===== src/rtl/mem_stage_ctrl.sv =====
// MEM-stage dcache sequencer: one access, or two for LDI/STI, with byte-lane
// handling. The pipeline stalls until the final response and then advances once.
module mem_stage_ctrl #(
    parameter int WIDTH = 16
) (
    input  logic             clk,
    input  logic             reset_n,
    input  logic             valid_in,
    input  logic             dcacheR,
    input  logic             dcacheW,
    input  logic             ldi_op,
    input  logic             sti_op,
    input  logic             ldb_op,
    input  logic             stb_op,
    input  logic [WIDTH-1:0] addr,
    input  logic [WIDTH-1:0] store_data,
    output logic [WIDTH-1:0] dmem_address,
    output logic             dmem_read,
    output logic             dmem_write,
    output logic [1:0]       dmem_byte_en,
    output logic [WIDTH-1:0] dmem_wdata,
    input  logic [WIDTH-1:0] dmem_rdata,
    input  logic             dmem_resp,
    output logic [WIDTH-1:0] mem_rdata,
    output logic             mem_stall
);

    localparam int BW = WIDTH / 2;

    typedef enum logic [1:0] {IDLE, PTR, ACC, DONE} state_e;

    state_e           state_q, state_d;
    logic             rd_q, rd_d;
    logic             ldb_q, ldb_d;
    logic             stb_q, stb_d;
    logic             lane_q, lane_d;
    logic [WIDTH-1:0] sdata_q, sdata_d;
    logic [WIDTH-1:0] daddr_q, daddr_d;
    logic             read_q, read_d;
    logic             write_q, write_d;
    logic [1:0]       be_q, be_d;
    logic [WIDTH-1:0] wdata_q, wdata_d;
    logic [WIDTH-1:0] rdata_q, rdata_d;

    logic             req;
    logic             load_access;
    logic [WIDTH-1:0] acc_src;
    logic             acc_rd;
    logic             acc_stb;
    logic [WIDTH-1:0] acc_data;

    function automatic logic [WIDTH-1:0] word_addr(input logic [WIDTH-1:0] a);
        return {a[WIDTH-1:1], 1'b0};
    endfunction

    function automatic logic [WIDTH-1:0] store_wdata(input logic is_byte,
                                                     input logic [WIDTH-1:0] d);
        return is_byte ? {d[BW-1:0], d[BW-1:0]} : d;
    endfunction

    function automatic logic [WIDTH-1:0] load_fmt(input logic is_byte, input logic lane,
                                                  input logic [WIDTH-1:0] d);
        if (!is_byte) return d;
        return lane ? {{BW{1'b0}}, d[WIDTH-1:BW]} : {{BW{1'b0}}, d[BW-1:0]};
    endfunction

    assign req = valid_in & (dcacheR | dcacheW);

    always_comb begin
        state_d     = state_q;
        rd_d        = rd_q;
        ldb_d       = ldb_q;
        stb_d       = stb_q;
        lane_d      = lane_q;
        sdata_d     = sdata_q;
        daddr_d     = daddr_q;
        read_d      = read_q;
        write_d     = write_q;
        be_d        = be_q;
        wdata_d     = wdata_q;
        rdata_d     = rdata_q;
        load_access = 1'b0;

        // The final access is set up either straight from EX/MEM (IDLE) or
        // from the pointer arriving on dmem_rdata (PTR) using latched op bits.
        acc_src  = (state_q == PTR) ? dmem_rdata : addr;
        acc_rd   = (state_q == IDLE) ? dcacheR : rd_q;
        acc_stb  = (state_q == IDLE) ? stb_op : stb_q;
        acc_data = (state_q == IDLE) ? store_data : sdata_q;

        unique case (state_q)
            IDLE: begin
                if (req) begin
                    rd_d    = dcacheR;
                    ldb_d   = ldb_op;
                    stb_d   = stb_op;
                    sdata_d = store_data;
                    if (ldi_op | sti_op) begin
                        state_d = PTR;
                        daddr_d = word_addr(addr);
                        read_d  = 1'b1;
                        write_d = 1'b0;
                        be_d    = 2'b11;
                    end else begin
                        state_d     = ACC;
                        load_access = 1'b1;
                    end
                end
            end
            PTR: begin
                if (dmem_resp) begin
                    state_d     = ACC;
                    load_access = 1'b1;
                end
            end
            ACC: begin
                if (dmem_resp) begin
                    state_d = DONE;
                    read_d  = 1'b0;
                    write_d = 1'b0;
                    if (rd_q) rdata_d = load_fmt(ldb_q, lane_q, dmem_rdata);
                end
            end
            DONE: state_d = IDLE;
        endcase

        if (load_access) begin
            daddr_d = word_addr(acc_src);
            lane_d  = acc_src[0];
            read_d  = acc_rd;
            write_d = ~acc_rd;
            be_d    = (!acc_rd && acc_stb) ? (acc_src[0] ? 2'b10 : 2'b01) : 2'b11;
            wdata_d = store_wdata(acc_stb, acc_data);
        end
    end

    always_ff @(posedge clk or negedge reset_n) begin
        if (!reset_n) begin
            state_q <= IDLE;
            rd_q    <= 1'b0;
            ldb_q   <= 1'b0;
            stb_q   <= 1'b0;
            lane_q  <= 1'b0;
            sdata_q <= '0;
            daddr_q <= '0;
            read_q  <= 1'b0;
            write_q <= 1'b0;
            be_q    <= 2'b00;
            wdata_q <= '0;
            rdata_q <= '0;
        end else begin
            state_q <= state_d;
            rd_q    <= rd_d;
            ldb_q   <= ldb_d;
            stb_q   <= stb_d;
            lane_q  <= lane_d;
            sdata_q <= sdata_d;
            daddr_q <= daddr_d;
            read_q  <= read_d;
            write_q <= write_d;
            be_q    <= be_d;
            wdata_q <= wdata_d;
            rdata_q <= rdata_d;
        end
    end

    assign dmem_address = daddr_q;
    assign dmem_read    = read_q;
    assign dmem_write   = write_q;
    assign dmem_byte_en = be_q;
    assign dmem_wdata   = wdata_q;
    assign mem_rdata    = rdata_q;
    assign mem_stall    = ((state_q == IDLE) && req) || (state_q == PTR) || (state_q == ACC);

endmodule

===== config.mk =====
export PLATFORM = sky130hd
export DESIGN_NAME = mem_stage_ctrl
export DESIGN_NICKNAME = d
export VERILOG_FILES = /design/src/rtl/mem_stage_ctrl.sv
export SDC_FILE = /design/constraint.sdc
export NUM_CORES = 1
export LEC_CHECK = 0
export ABC_CLOCK_PERIOD_IN_PS = 1800
export CAP_MARGIN = 20
export CELL_PAD_IN_SITES_DETAIL_PLACEMENT = 1
export CELL_PAD_IN_SITES_GLOBAL_PLACEMENT = 2
export CORE_MARGIN = 5
export CORE_UTILIZATION = 26
export DETAILED_ROUTE_END_ITERATION = 16
export PLACE_DENSITY = 0.86
export SLEW_MARGIN = 20
export SYNTH_ARGS = -nofsm -noshare
export SYNTH_HDL_FRONTEND = slang
export SYNTH_SLANG_ARGS = --single-unit
export TNS_END_PERCENT = 30

===== constraint.sdc =====
create_clock -name clk -period 1.8 [get_ports clk]
set_input_delay 0.45 -clock clk [delete_from_list [all_inputs] [get_ports clk]]
set_output_delay 0.45 -clock clk [all_outputs]
set_load 0.01 [all_outputs]

==> results of run 1 <==
-- final cells by class --
type                            instances  area, um2
Multi-Input combinational cell        209       1554
Tap cell                              176      220.2
Clock buffer                           11      252.7
Sequential cell                        73       1827
Inverter                                3      11.26
Clock inverter                          5      125.1
Fill cell                            1396       7680
Timing Repair Buffer                  139       1415
-- worst max-delay path by stage --
stage                                       from                          end  slack, ns  cells past startpoint
after floorplan           state_q[0]$_DFFE_PN0P_  dmem_byte_en[0]$_DFFE_PN0P_      -0.08                      8
after global placement                   dcacheW                    mem_stall      -0.39                      4
after detailed placement                valid_in                    mem_stall      -0.40                      4
after CTS                 state_q[1]$_DFFE_PN0P_  dmem_byte_en[1]$_DFFE_PN0P_      -0.02                      6
after global routing      state_q[0]$_DFFE_PN0P_                    mem_stall      -0.06                      5
final                     state_q[1]$_DFFE_PN0P_  dmem_byte_en[1]$_DFFE_PN0P_       0.02                      6
-- flip-flops by register name, summed over array words and instances, names as in the netlist --
register / count
dmem_wdata: 16
mem_rdata: 16
sdata_q: 16
lane_q: 1
dmem_read: 1
dmem_byte_en: 2
ldb_q: 1
stb_q: 1
state_q: 2
dmem_address: 15
dmem_write: 1
rd_q: 1
-- metal layers --
metal	routed length, um	vias up	global-route usage, %
met5	21	-	0
met4	139	4	3.868
met3	727	16	5.403
met2	5244	104	23.35
met1	4856	1427	17.61
li1	-	1332	-
-- synth_stat cells --
library cell	n	share of area, %
dfrtp_1	73	53
mux2i_1	29	8.5
a21o_1	1	0.22
buf_4	2	0.44
nand3_1	2	0.29
inv_1	3	0.33
and2_1	1	0.18
a211o_1	1	0.26
nor2b_1	1	0.18
a21boi_0	1	0.22
nand2b_1	24	4.4
conb_1	1	0.11
o21ai_0	42	6.1
o32a_1	2	0.59
ha_1	3	1.1
o221a_2	15	4.9
buf_1	1	0.11
mux2_2	29	9.5
a21oi_1	3	0.44
nor3_1	1	0.15
nor2_1	5	0.55
o21ai_1	1	0.15
o211ai_4	1	0.62
o31a_1	1	0.26
nand2_1	45	4.9
clkbuf_1	15	1.6
buf_2	2	0.29
-- kinds of logic (layout without fill, tap and decap cells) --
group | count (synthesis) | count (layout)
adders and majority gates | 3 | 3
AOI/OAI and AO/OA | 68 | 68
muxes | 58 | 58
and+or+nand+nor | 79 | 79
other | 1 | 1
DFF | 73 | 73
buffers and inverters | 23 | 158
-- power breakdown --
part | internal, mW | switching, mW
clock network | 1.57 | 0.684
logic | 2.54 | 1.87
registers | 2.42 | 0.516
total | 6.53 | 3.07
-- repair_timing --
| item | CTS | global route |
|---|---|---|
| gates cloned | 0 | 1 |
| pin swaps | 5 | 4 |
| setup endpoints to repair | 15 | 20 |
| gates resized for setup | 19 | 5 |
| setup buffers | 3 | 1 |
-- worst max-delay path: cells and delay by family, from the launching register on --
| family | cells | cell delay, ns |
|---|---|---|
| compound gates | 4 | 1.00 |
| flops | 1 | 0.39 |
| fa+ha+maj | 1 | 0.16 |
| buf+inv | 1 | 0.11 |
==> reports/results.txt, run 1 <==
The flow ran to the end, and the final reports show no timing, DRC or antenna violations. The H-tree depth reported by CTS was 3; the utilization after layout was 41.31%. After the flow finishes, the layout carries non-filler instances totaling 616. The HPWL reported at the end of detailed placement was 8018 um.

The total core area was 13090 um2; the post-synthesis cell area was 3420 um2. CTS placed an instance of clkbuf_16 at the clock tree root. For this block, the routed nets add up to 10990 um of wire.

Of all nets on the critical path, the largest fanout is 3. The detailed router placed 2883 vias in this run. Among all stages on the critical path, the largest delay is contributed by dfrtp_1. The logs give 2.02 ns for the data required time at the worst endpoint and 42 for the total number of placement rows. Kind of critical path: reg -> reg. Based on the critical path, the design can be clocked at up to 562.2 MHz. The number of cells traversed by the worst register-to-register path was 6. TritonCTS built the clock tree.

The final net count is 496. The most frequent standard cell in the layout excluding fill and tap cells is clkdlybuf4s50_1. Of the total synthesized cell area, the portion taken by XOR and XNOR cells is 0%. The run gives 53.42% as the sequential-to-total area share from yosys stat.

Setup repair after global routing could not meet its margin everywhere. The total track usage was 14.25%. The power per standard cell area is 1776 nW/um2, and the total setup violations reported at the end of the flow is 0.

Number of standard cells after synthesis: 305. The share of cell area taken by muxes after synthesis was 18.04%; the unique cell type count in the Yosys netlist was 27. VDD sags by at most 833.5 uV.

The area overhead of the layout relative to synthesis was 58.07%. The clock input transition at the sequential cells of the worst setup and hold paths was 0.06 ns; the initial antenna violation count was 2. The first global-routing pass estimated 17600 um of wire. In the layout the commonest cells are clkdlybuf4s50_1, dfrtp_1, nand2_1. In the final layout, the share of cells above drive strength 1 is 22.95%. The count of warnings emitted by yosys came out at 0.

The synthesized netlist devotes 10.68% of its cell area to simple gates. The instance area at placement is 4913 um2. Complex-gate fraction of the synthesized area: 13.83%. Dividing the final minimum period by the clock period gives 98.82%. The clock passes through at most 2 buffers. The logs give 111 for the count of boundary I/O pins and 0 for the max-cap violation count. The logs give 0 for the number of antenna diodes and 26.13% for the starting density of the core. In this design, the stage delay of the slowest critical-path cell is 0.39 ns.

The number of nets in the synthesized netlist is 366. The final clock skew was 0.004223 ns; the chip width was 124.7 um. After Yosys synthesis, full adders, half adders and majority gates account for 1.098% of the synthesized area. Kind of path behind the tightest hold check: in -> async. The post-placement cell count came out at 596. The wire length per cell after detailed routing is 17.84 um, and the placer congestion estimate is 0.7758. The reg-to-reg critical path startpoint was state_q[1]$_DFFE_PN0P_. After layout, the worst setup slack is 0.02130 ns. Critical path endpoint category: a register. The number of hold buffers added after CTS was 0.

The final design area excluding fillers was 5405 um2; the setup TNS after final layout was 0 ns. The tools report the end of the worst register-to-register path as dmem_byte_en[1]$_DFFE_PN0P_. Clock tree synthesis inserted a total of 9 buffers. At the worst endpoint, the arrival time is 1.99 ns. Clock latency on the worst-skew pair: 0.34 ns.

The DRC violation count after routing is 0, and the number of synthesized register bits is 73. The tools report the final number of hold-violating endpoints as 0. Using the TritonRoute via totals, the vias-per-cell ratio works out to 4.680. The logs give -0.3983 ns for the post-placement setup slack and 15550 um2 for the die footprint. In this run the static leakage power is 2.327 nW. Final hold analysis gives a worst-case slack of 0.05119 ns. For flop-to-flop paths, the worst setup slack is 0.02 ns. For the finished layout, the period the worst path requires is 1.779 ns. The signal on the critical path passes through inv_2 > ha_4 > o211ai_4 > o31a_1 > a211o_1 > o32a_1. For the number of global-route vias before repair, the log shows 3180. Once detail routing completed, the nets flagged for antenna violations numbered 0. Buffers placed on the I/O ports in this run total 109. After the first detailed-routing iteration, the DRC count stood at 95. For the number of clock sinks, the log shows 73. The tools report the max-slew violation count as 0. Entering global routing, the biggest net connects 33 pins. In this run the vertical extent of the chip is 124.7 um. The completed layout was analyzed and its total power is 9.600 mW.

STA classifies the critical path startpoint as a register. The mean instance size in the synthesized netlist came out at 11.21 um2. The first detailed-routing pass ran for 4 iterations.

For the residual overflow from global routing, the log shows 0. After synthesis, the largest family of logic cells by area is multiplexers.
Power figures use the tool's default switching activity.
==> run 2, diff against run 1 <==
Settings changed: CORE_UTILIZATION 26 to 25, PLACE_DENSITY 0.86 to 0.83.
==> run 2 against run 1 <==
Compared with the run above:
- global-route usage fell by 0.24 points
- non-clock buffer count rose by 3
- register-to-register slack got worse by 0.09 ns
- count of clock-buffer cells in the layout decreased by 2
- core utilization down 1.2 points
- highest routed layer is now met4
- critical endpoint is now mem_stall
- sequential share of layout area increased by 0.33 points
- maximum frequency is 4.6% lower
- combinational power up 1%
- the flow now finishes with violations (setup timing)
- power decreased by 3.0%
- routed wire length fell by 0.98%
==> reports/results.txt, run 2 (synthesized netlist as in run 1, its figures left out) <==
Across every metal layer, demand over resource in global routing totals 14.02%. The setup TNS after final layout was -0.1925 ns; the largest fanout on the critical path was 2. The highest routed metal layer is met4. The core region is 13350 um2.

The final reports fail on setup timing. The power per standard cell area came out at 1739 nW/um2. Aggregate routed wire length: 10880 um.

Total number of placement rows: 42. The highest attainable clock frequency is 536.5 MHz. In this run the tool buffered the top-level ports with 109 buffer cells.

The H-tree depth reported by CTS is 3, and the chip width is 127.0 um. Entering global routing, the biggest net connects 36 pins. Setup repair after global routing could not meet its margin everywhere.

For the worst setup path, the data arrival time is 1.41 ns. The pre-antenna-repair detailed-routing pass consisted of 4 iterations. The wire-length estimate of the detail-placed layout is 8008 um. For the remaining antenna violation count after routing, the log shows 0.

The critical path goes through inv_2 > buf_4 > ha_4 > nor2_4 > nand2_1 > buf_2. Clock root buffer master: clkbuf_16. The minimum setup slack in the final design was -0.06409 ns; the final critical path time including I/O delays and setup was 1.864 ns.

In the layout the commonest cells are clkdlybuf4s50_1, dfrtp_1, nand2_1. The clock arrives with 0.005070 ns of skew. The tools report the number of antenna diodes as 0.

The design draws 9.311 mW. The utilization after layout came out at 40.10%. The detailed router finished its first iteration with 81 violations. The number of global-route vias before repair came out at 3206. The total setup violations reported at the end of the flow is 5. Prior to clock tree synthesis, the placed netlist has a worst setup slack of -0.4954 ns. Global routing finished with a remaining overflow of 0.

After detailed routing, the met2 layer carries 4969 um of wire. Dividing the final minimum period by the clock period gives 103.6%. TritonCTS built the clock tree. Most frequent standard cell in the layout excluding fill and tap cells: clkdlybuf4s50_1. The floorplan step defined a die boundary enclosing 16120 um2. The first global-routing pass estimated 17760 um of wire. The clock reaches the later pin of the worst-skew pair after 0.33 ns. In the final design database the tool counted 499 nets. The vertical die dimension works out to 127.0 um. Buffers plus inverters on the worst setup path: 3. The routed design uses 863 um of met3 wire. The static leakage power is 2.300 nW, and the starting density of the core is 25.62%. The run gives 1.35 ns as the data required time at the worst endpoint. Count of boundary I/O pins: 111. The total via count in the routed design was 2826.

The worst setup path is captured at an output port. Clock tree synthesis inserted a total of 9 buffers. The number of clock sinks came out at 73. Maximum vdd ir drop: 733.4 uV. The flow ran to the end, but the final reports show violations. The worst setup path is of the reg -> out kind. The layout has 1473 filler cells.

Dividing the detail-routed wire length by the instance count gives 17.58 um. The tools report the startpoint class of the critical path as a register. The kind of path behind the tightest hold check was in -> async. For the buffer levels on the longest clock path, the log shows 2. In the routed layout, each cell is associated on average with a via count of 4.565.

At the end of routability-driven placement, the weighted congestion stood at 0.7536. The kind of cell with the highest combined delay along the critical path is flip-flops. The area overhead of the layout relative to synthesis was 56.53%; the hold slack was 0.07562 ns.

The largest single stage delay on the critical path is 0.37 ns. The final number of hold-violating endpoints was 0; the DRC violation count after routing was 0. The initial antenna violation count is 0. The max-slew violation count was 0; the clock input transition at the sequential cells of the worst setup and hold paths was 0.06 ns.

Slowest stage cell on the critical path: dfrtp_1. In the final layout, the share of cells above drive strength 1 is 23.48%. Max-cap violations in this run came to 0.

Detailed-routing wirelength on met1: 4959 um.
## run 2: changes by cell type in the layout (fill, tap and decap cells not counted), sizes merged
| cell | change |
|---|---|
| buf | +4 |
| clkbuf | -3 |
| bufinv | -2 |
| inv | +2 |
| clkinv | +1 |
| clkinvlp | +1 |
## run 2: worst reg2reg max path, stage by stage, from the launching register on
cell,delay (ns)
dfrtp_1,0.39
inv_2,0.08
ha_4,0.17
o211ai_4,0.09
buf_6,0.13
o31a_1,0.27
a211o_1,0.28
o32a_1,0.33
## run 2: metal layers
metal	vias up	track usage, %
li1	1345	-
met1	1360	17.92
met2	111	23.04
met3	10	4.960
met4	0	2.839
met5	-	0
## run 2: metrics by stage
| step | std cells | cell area [um2] |
|---|---|---|
| 2_1_floorplan | 305 | 3423 |
| 6_report | 619 | 5353 |
| 3_3_place_gp | 600 | 4943 |
| 5_1_grt | 619 | 5353 |
| 3_5_place_dp | 600 | 4943 |
| 4_1_cts | 619 | 5334 |
## run 2: worst paths after layout
check	cells after the start	slack (ns)	to	start
max	6	-0.06	mem_stall	state_q[0]$_DFFE_PN0P_
min	1	0.08	dmem_address[8]$_DFFE_PN0P_	reset_n
max reg2reg	7	-0.06	dmem_byte_en[1]$_DFFE_PN0P_	state_q[0]$_DFFE_PN0P_
min reg2reg	2	0.48	mem_rdata[8]$_DFFE_PN0P_	mem_rdata[8]$_DFFE_PN0P_
max in group asynchronous	2	1.17	mem_rdata[11]$_DFFE_PN0P_	reset_n
min in group clk	2	0.48	mem_rdata[8]$_DFFE_PN0P_	mem_rdata[8]$_DFFE_PN0P_
## run 2: timing repair
| action | CTS | global route |
|---|---|---|
| setup endpoints to repair | 36 | 39 |
| hold buffers | 0 | 0 |
| setup buffers | 3 | 0 |
| resized for setup | 19 | 3 |
| pin swaps | 1 | 1 |
| endpoints found under the hold margin | 0 | 0 |
## run 2: report_power, final
group / switching, mW / total, mW / internal [mW] / leakage, nW
sequential: 0.481 / 2.90 / 2.42 / 0.874
combinational: 1.91 / 4.46 / 2.55 / 1.27
clock: 0.719 / 1.95 / 1.23 / 0.157
total: 3.11 / 9.31 / 6.20 / 2.30
## run 2: area by class of cell
cell class                      count  area [um2]  area share [%]
Clock buffer                        9       225.2           4.208
Clock inverter                      7       102.6           1.917
Inverter                            3       11.26          0.2104
Multi-Input combinational cell    209        1556           29.08
Sequential cell                    73        1827           34.13
Tap cell                          176       220.2           4.114
Timing Repair Buffer              142        1410           26.34
